### config.mk
export PLATFORM = sky130hd
export DESIGN_NAME = ysyx_24100005_core_ctrl
export DESIGN_NICKNAME = d
export VERILOG_FILES = /design/src/rtl/ysyx_24100005_pkg.sv /design/src/rtl/ysyx_24100005_wdog.sv /design/src/rtl/ysyx_24100005_core_ctrl.sv
export SDC_FILE = /design/constraint.sdc
export NUM_CORES = 1
export LEC_CHECK = 0
export ABC_CLOCK_PERIOD_IN_PS = 2900
export CORE_MARGIN = 2
export CORE_UTILIZATION = 49
export CTS_CLUSTER_DIAMETER = 150
export CTS_CLUSTER_SIZE = 12
export DETAILED_ROUTE_END_ITERATION = 7
export GPL_TIMING_DRIVEN = 1
export PLACE_DENSITY = 0.87
export SETUP_SLACK_MARGIN = 0.5
export SYNTH_ARGS = -nofsm -noshare
export SYNTH_HDL_FRONTEND = slang
export SYNTH_HIERARCHICAL = 1
export SYNTH_SLANG_ARGS = --single-unit
### constraint.sdc
create_clock -name clk -period 2.9 [get_ports clk]
set_clock_uncertainty 0.15 [all_clocks]
set_input_delay 0.435 -clock clk [delete_from_list [all_inputs] [get_ports clk]]
set_output_delay 0.435 -clock clk [all_outputs]
set_load 0.01 [all_outputs]
### src/rtl/ysyx_24100005_pkg.sv
// rtl/ysyx_24100005_pkg.sv - shared state encoding and instruction constants for the core controller
package ysyx_24100005_pkg;

    typedef enum logic [2:0] {
        IDLE,
        FETCH,
        WAIT_I,
        EXEC,
        MEM,
        WAIT_D,
        HALT,
        ERR
    } state_t;

    localparam logic [6:0]  LOAD   = 7'b000_0011;
    localparam logic [6:0]  STORE  = 7'b010_0011;
    localparam logic [6:0]  SYSTEM = 7'b111_0011;
    localparam logic [31:0] EBREAK = 32'h0010_0073;

    function automatic logic is_ebreak(input logic [31:0] i);
        return (i[6:0] == SYSTEM) && (i[31:7] == EBREAK[31:7]);
    endfunction

    function automatic logic is_mem_op(input logic [31:0] i);
        return (i[6:0] == LOAD) || (i[6:0] == STORE);
    endfunction

endpackage

### src/rtl/ysyx_24100005_wdog.sv
// rtl/ysyx_24100005_wdog.sv - wait timer that flags the last permitted cycle of a memory wait
module ysyx_24100005_wdog #(
    parameter int TIMEOUT = 1024
) (
    input  logic clk,
    input  logic rst,
    input  logic clr,
    input  logic en,
    output logic expired
);

    localparam int             CW   = $clog2(TIMEOUT + 1);
    localparam logic [CW-1:0]  LAST = CW'(TIMEOUT - 1);

    logic [CW-1:0] count;

    // count holds the number of completed waiting cycles; expired marks the TIMEOUT-th one
    assign expired = en && (count == LAST);

    always_ff @(posedge clk) begin
        if (rst || clr) begin
            count <= '0;
        end else if (en && !expired) begin
            count <= count + 1'b1;
        end
    end

endmodule

### src/rtl/ysyx_24100005_core_ctrl.sv
// rtl/ysyx_24100005_core_ctrl.sv - multi-cycle fetch/execute/memory sequencer with halt, timeout and perf counters
module ysyx_24100005_core_ctrl
    import ysyx_24100005_pkg::*;
#(
    parameter int TIMEOUT = 1024
) (
    input  logic        clk,
    input  logic        rst,
    input  logic [31:0] pc,
    output logic        imem_req_valid,
    input  logic        imem_req_ready,
    output logic [31:0] imem_addr,
    input  logic        imem_rsp_valid,
    input  logic [31:0] imem_rsp_data,
    output logic [31:0] inst,
    input  logic        rf_wen_req,
    output logic        dmem_req_valid,
    input  logic        dmem_req_ready,
    input  logic        dmem_rsp_valid,
    output logic        pc_wen,
    output logic        rf_wen,
    output logic        ebreak_ev,
    output logic        halted,
    output logic        err,
    output logic [63:0] cycle_cnt,
    output logic [63:0] instret_cnt
);

    state_t      state, state_nxt;
    logic [31:0] inst_q;
    logic [63:0] cycle_q, instret_q;
    logic        ireq, dreq, pw, rw, eb, cap;
    logic        wd_clr, wd_en, wd_expired;

    assign wd_clr = (state == FETCH && imem_req_ready) || (state == MEM && dmem_req_ready);
    assign wd_en  = (state == WAIT_I) || (state == WAIT_D);

    ysyx_24100005_wdog #(.TIMEOUT(TIMEOUT)) u_wdog (
        .clk     (clk),
        .rst     (rst),
        .clr     (wd_clr),
        .en      (wd_en),
        .expired (wd_expired)
    );

    always_comb begin
        state_nxt = state;
        ireq      = 1'b0;
        dreq      = 1'b0;
        pw        = 1'b0;
        rw        = 1'b0;
        eb        = 1'b0;
        cap       = 1'b0;
        case (state)
            IDLE:   state_nxt = FETCH;
            FETCH: begin
                ireq = 1'b1;
                if (imem_req_ready) state_nxt = WAIT_I;
            end
            // a response on the final timer cycle still wins over the timeout
            WAIT_I: begin
                if (imem_rsp_valid) begin
                    cap       = 1'b1;
                    state_nxt = EXEC;
                end else if (wd_expired) begin
                    state_nxt = ERR;
                end
            end
            EXEC: begin
                if (is_ebreak(inst_q)) begin
                    eb        = 1'b1;
                    state_nxt = HALT;
                end else if (is_mem_op(inst_q)) begin
                    state_nxt = MEM;
                end else begin
                    pw        = 1'b1;
                    rw        = rf_wen_req;
                    state_nxt = FETCH;
                end
            end
            MEM: begin
                dreq = 1'b1;
                if (dmem_req_ready) state_nxt = WAIT_D;
            end
            WAIT_D: begin
                if (dmem_rsp_valid) begin
                    pw        = 1'b1;
                    rw        = rf_wen_req && (inst_q[6:0] == LOAD);
                    state_nxt = FETCH;
                end else if (wd_expired) begin
                    state_nxt = ERR;
                end
            end
            HALT:    state_nxt = HALT;
            ERR:     state_nxt = ERR;
            default: state_nxt = IDLE;
        endcase
    end

    always_ff @(posedge clk) begin
        if (rst) begin
            state     <= IDLE;
            inst_q    <= '0;
            cycle_q   <= '0;
            instret_q <= '0;
        end else begin
            state <= state_nxt;
            if (cap) inst_q <= imem_rsp_data;
            if (state != HALT && state != ERR) cycle_q <= cycle_q + 64'd1;
            if (pw || eb) instret_q <= instret_q + 64'd1;
        end
    end

    // reset is synchronous, so outputs are masked while it is held to keep them quiet before the edge
    assign imem_req_valid = !rst && ireq;
    assign imem_addr      = (!rst && ireq) ? pc : 32'h0;
    assign dmem_req_valid = !rst && dreq;
    assign pc_wen         = !rst && pw;
    assign rf_wen         = !rst && rw;
    assign ebreak_ev      = !rst && eb;
    assign halted         = !rst && (state == HALT);
    assign err            = !rst && (state == ERR);
    assign inst           = rst ? 32'h0 : inst_q;
    assign cycle_cnt      = rst ? 64'h0 : cycle_q;
    assign instret_cnt    = rst ? 64'h0 : instret_q;

endmodule

---- After elaboration in Yosys (flattened, before gate mapping) ----
Cells that the tools add are included.
Widths: inputs -> output; s select.
cells by class
  eq/ne operators ......................... 16
  $add $sub $neg .......................... 3
  reduce and logical (&&, ||, !) cells .... 23
  multiplexer cells ....................... 26
operator list
  kind                   count
  $add 64x1->64 const B  2
  $mux 64                2
  $mux 32                2
  $eq 25x14->1 const B   1
  $pmux 3 s8             1
  $mux 3                 7
  $logic_and 1x1->1      14
  $eq 3x3->1 const B     4
  $mux 1                 12
  $add 11x1->11 const B  1
  $eq 11x10->1 const B   1
  $eq 7x2->1 const B     1
  $eq 7x6->1 const B     1
  $eq 7x7->1 const B     1
  $eq 3x2->1 const B     2
  $ne 3x3->1 const B     2
  $logic_or 1x1->1       5
  $ne 2x2->1 const B     2
  $pmux 1 s2             2
  $eq 3x1->1 const B     1
  $logic_not 3->1        1
  $logic_not 1->1        2
  $reduce_and 2->1       1
word-level totals
  bits of input ports ..................... 71
  bits in registers ....................... 174
  output and inout bits ................... 199
  logic and storage cells ................. 73

---- Longest topological paths before layout ----
Gate-level depths: netlist (run 1).
  word-level depth ........................ 6
  gate-level depth with buffers ........... 11
  depth with buffers taken out ............ 10

---- Cells and area by module ----
The synthesis (run 1) kept the hierarchy.
modules (own cells, without submodules)
  module                   instances  area each (um2)  seq. area each (um2)  cells an instance
  ysyx_24100005_core_ctrl  1          8,976.1          3,263.1               1,174
  ysyx_24100005_wdog       1          605.6            220.2                 70

---- Least setup slack after synthesis (run 1) ----
No wires, ideal clock.
  kind .................................... reg2reg
  from .................................... register state[1]
  to ...................................... register cycle_q[46]
  period minus slack after synthesis ...... 2,447 ps
  required time ........................... 2,680 ps
  cell stages (with the launch flop) ...... 8
  library setup time ...................... 70 ps
  path buffers ............................ 2
  arrival time ............................ 2,226 ps
  path slack .............................. 453 ps
  cells stage by stage .................... dfxtp_1 and2_1 clkbuf_1 or4_1 or4_4 buf_6 or3_1 a21oi_1
on the way
  word-level cells in the longest chain between the ends .. 2
  elaborated cells on any way between the ends .. 3
  those cells by class .................... eq/ne (2); reduce/logical (1)
RTL lines
  item                      line                            source
  start: declaration        ysyx_24100005_core_ctrl.sv:29   state_t state, state_nxt;
  start signal: assignment  ysyx_24100005_core_ctrl.sv:107  state <= state_nxt;
  $ne 3x3->1                ysyx_24100005_core_ctrl.sv:109  if (state != HALT && state != ERR) cycle_q <= cycle_q + 64'd1;
  $logic_and 1x1->1 *       ysyx_24100005_core_ctrl.sv:109
  end signal: assignment    ysyx_24100005_core_ctrl.sv:109
  end: declaration          ysyx_24100005_core_ctrl.sv:31   logic [63:0] cycle_q, instret_q;
Every way passes the cells marked *; elsewhere a longest branch is shown, timed or not.
A chain may end at the register's enable or synchronous reset.

---- Final worst setup path (run 1) ----
  from .................................... register inst_q[0]
  to ...................................... output rf_wen
on the way
  word-level cells in the longest chain between the ends .. 6
  elaborated cells on any way between the ends .. 11
  those cells by class .................... eq/ne (3); mux (4); reduce/logical (4)
RTL lines
  item                                             line                                                    source
  start: declaration                               ysyx_24100005_core_ctrl.sv:30                           logic [31:0] inst_q;
  start signal: assignment                         ysyx_24100005_core_ctrl.sv:108                          if (cap) inst_q <= imem_rsp_data;
  $eq 7x2->1 / $eq 7x6->1 (equally long branches)  ysyx_24100005_pkg.sv:25, ysyx_24100005_core_ctrl.sv:88
  $logic_or 1x1->1                                 ysyx_24100005_pkg.sv:25                                 return (i[6:0] == LOAD) || (i[6:0] == STORE);
  $mux 1                                           ysyx_24100005_core_ctrl.sv:73                           end else if (is_mem_op(inst_q)) begin
  $mux 1                                           ysyx_24100005_core_ctrl.sv:70                           if (is_ebreak(inst_q)) begin
  $pmux 1 s2 *                                     ysyx_24100005_core_ctrl.sv:54                           case (state)
  $logic_and 1x1->1 *                              ysyx_24100005_core_ctrl.sv:119                          assign rf_wen = !rst && rw;
  end: declaration                                 ysyx_24100005_core_ctrl.sv:21                           output logic rf_wen,
Marks and branches as above.

==> metrics, run 1 <==
HPWL Detailed 20400 um; mux contribution to synthesized area 1.80%; asr flop ratio synth 0%; fin cells between 1500 and 2000; Yosys warning total 6; Top-Level Pins 270; largest family of logic cells by synthesized area simple AND/OR/NAND/NOR gates; hold path cells 2; Register Area ~3500 sq um; RR Endpoint cycle_q[48]; Max-Cap Viols 0; drt first pass iters 5; GRT Total Usage between 20% and 30%; Final Instance Area between 10000 and 15000 sq um; Detailed Route Iter0 Violations ~900; Max IR drop VDD approximately 0.0004 V; Primary FF master, synth dfxtp_1; Required @ worst endpoint about 2.3 ns; cell taking the most area after synthesis dfxtp_1; n_diodes 0; core area roughly 19000 sq um; Lkg Pwr about 4.8 nW; post-synthesis adder-cell area fraction 0.392%; Max clock buf depth 2; Routed WL ~32000 um; clock slew at reported path FFs roughly 0.07 ns; Synth Area in Compound Gates a little over an eighth; Clk Latency, worst-skew pair between 0.4 and 0.5 ns; worst path arrival time 2.05 ns; Synth top area share 36.4%; port bufs about 270; reg-to-reg critical path startpoint state[1]; Die H 144 um; Crit. End Element output pin; Setup Viol. Count Final 0; Post-synth EDFFs 0; Distinct cells, synth roughly 60; worst-path fanout max 4; unrepaired setup endpoints after global routing true; Simple-Gate Fraction of Synth Area 39.3%; Slew Limit Headroom between 40% and 50%; share of layout cells above drive strength 1 18.1%; initial antenna violation count 0; Starting Density roughly 50%; Hold Crit Class in -> reg; synthesized area per cell about 7.7 sq um; Tot Pwr between 5 and 6 mW; Nets around 1600; synth top area cells dfxtp_1 (36%), nor2b_1 (9.6%), a21oi_1 (5.4%); DP Cell Count ~1700; Multi-input gate area about 6100 sq um; Worst Hold Launch rst; GPL Wtd Cong 0.889; count of pins over their slew limit 0; Fmax between 300 and 400 MHz; Vias approximately 11000; dpl ws -0.0181 ns; H-tree level count 4; Synth top cells by count dfxtp_1 (174), nor2b_1 (147), nand2_1 (127); fin worst setup slack 0.264 ns; vias per cell between 5 and 6; CTS Buf Count 17; Final period util approximately nine tenths; top-count cell post-synth dfxtp_1; status finished, final reports clean; Mapped Area around 9600 sq um; Util after Layout around 73%; clock sinks around 170; Area after DPL roughly 13000 sq um; register area share after synthesis a little over a third; clk root buf clkbuf_16; CTS tree done; Final ANT Viol Nets 0; hold buffer count at cts 0; CP startpoint kind flop; global-route wire length before repair 47000 um; fillcell total roughly 1400; PD cells between 300 and 400 nW/um^2; Synth Area in XOR/XNOR between 4 and 5%; Worst R2R Path Depth 6; Die W around 140 um; final hold viol count 0; r2r setup slk 0.40 ns; drt drc 0; Post-Synthesis Cells roughly 1200; GRT Residual Overflow 0; Period minus WS final between 2 and 3 ns; Slew @ Worst Pin 0.754 ns; Mapped Nets about 1300; WL/cell between 15 and 20 um; Yosys reg bits roughly 170; largest net degree at the start of global routing approximately 100; Die ar. a little over 20000 sq um; Layout area overhead 47.6%; Site Rows between 50 and 60; via count of the first global-routing pass approximately 9200; Hold Path End cycle_q[39]; CP Class reg -> out
## timing repair
| action | in CTS | in global routing |
|---|---|---|
| endpoints found under the setup margin | 80 | 119 |
| resized for setup | 233 | 86 |
| setup buffers | 28 | 16 |
| cloned | 5 | 0 |
| pin swaps | 23 | 23 |
## critical path, stage by stage (launching register included)
cell       delay [ns]
dfxtp_2          0.34
nor4bb_4         0.15
buf_4            0.15
nand4_1          0.09
nor3_2           0.06
buf_4            0.13
nand2b_4         0.16
a2111oi_4        0.35
buf_2            0.20
## cells by family (layout without fill, tap and decap cells)
group,count (synthesis),count (layout)
xor gates and xnor gates,51,51
AOI/OAI and AO/OA,215,215
adders and majority gates,3,3
muxes,16,16
DFF,174,174
and+or+nand+nor,685,686
buffers and inverters,100,414
## registers in the layout (all words and copies together), names as in the netlist
| signal | count |
|---|---|
| cycle_q | 64 |
| u_wdog/count | 11 |
| instret_q | 64 |
| inst_q | 32 |
| state | 3 |
## how the worst max path moves through the flow
stage                   startpoint     endpoint  slack (ns)
global route             inst_q[2]       pc_wen        0.18
floorplan                 state[1]  cycle_q[46]        0.47
global placement    dmem_rsp_valid       rf_wen       -0.03
detailed placement  dmem_rsp_valid       rf_wen       -0.02
finish                   inst_q[0]       rf_wen        0.26
CTS                      inst_q[1]       rf_wen        0.28
## stage by stage
stage | setup TNS, ns | hold WS, ns
detailed placement | -0.0181 | 0.293
CTS | 0 | 0.186
global route | 0 | 0.197
floorplan | 0 | 0.271
finish | 0 | 0.201
global placement | -0.0318 | 0.280
## power by group
group | switching [mW] | total (mW) | internal [mW]
sequential | 0.0184 | 2.42 | 2.40
combinational | 0.221 | 0.480 | 0.259
clock | 1.10 | 2.34 | 1.23
total | 1.34 | 5.24 | 3.90
## layout by cell type (no fill, tap or decap), types with 28 or more instances in the layout
cell / count
nand3_1: 44
buf_4: 59
or4_1: 28
nor2b_1: 144
o21ai_0: 38
a21oi_1: 101
clkdlybuf4s50_1: 229
or3_1: 38
buf_6: 57
dfxtp_1: 153
nand4_1: 46
and2_4: 30
nor2_1: 102
nand2_1: 126
## routing by layer
metal | vias to the layer above | part of all wire (%) | global-route usage, %
met1 | 4936 | 41 | 37.3
met5 | - | 0 | 0
met2 | 506 | 48 | 45.9
li1 | 5009 | - | -
met4 | 0 | 3.3 | 10.6
met3 | 85 | 6.8 | 4.27
## final cells by class
cell class / count / share of cell area, %
clock inverter: 15 / 1.16
multi-input combinational: 971 / 42.9
inverter: 21 / 0.557
tap: 265 / 2.34
clock buffer: 17 / 3.01
timing repair buffer: 361 / 25.2
sequential: 174 / 24.8
Note: power is estimated with default switching activity, not from simulation.
==> inputs of run 2 (changes only) <==
--- a/config.mk
+++ b/config.mk
@@ -8,7 +8,7 @@
 export ABC_CLOCK_PERIOD_IN_PS = 2900
 export CORE_MARGIN = 2
 export CORE_UTILIZATION = 49
-export CTS_CLUSTER_DIAMETER = 150
+export CTS_CLUSTER_DIAMETER = 80
 export CTS_CLUSTER_SIZE = 12
 export DETAILED_ROUTE_END_ITERATION = 7
 export GPL_TIMING_DRIVEN = 1
==> results of run 2 <==
Final layout, timing and power as in run 1 (identical DEF).
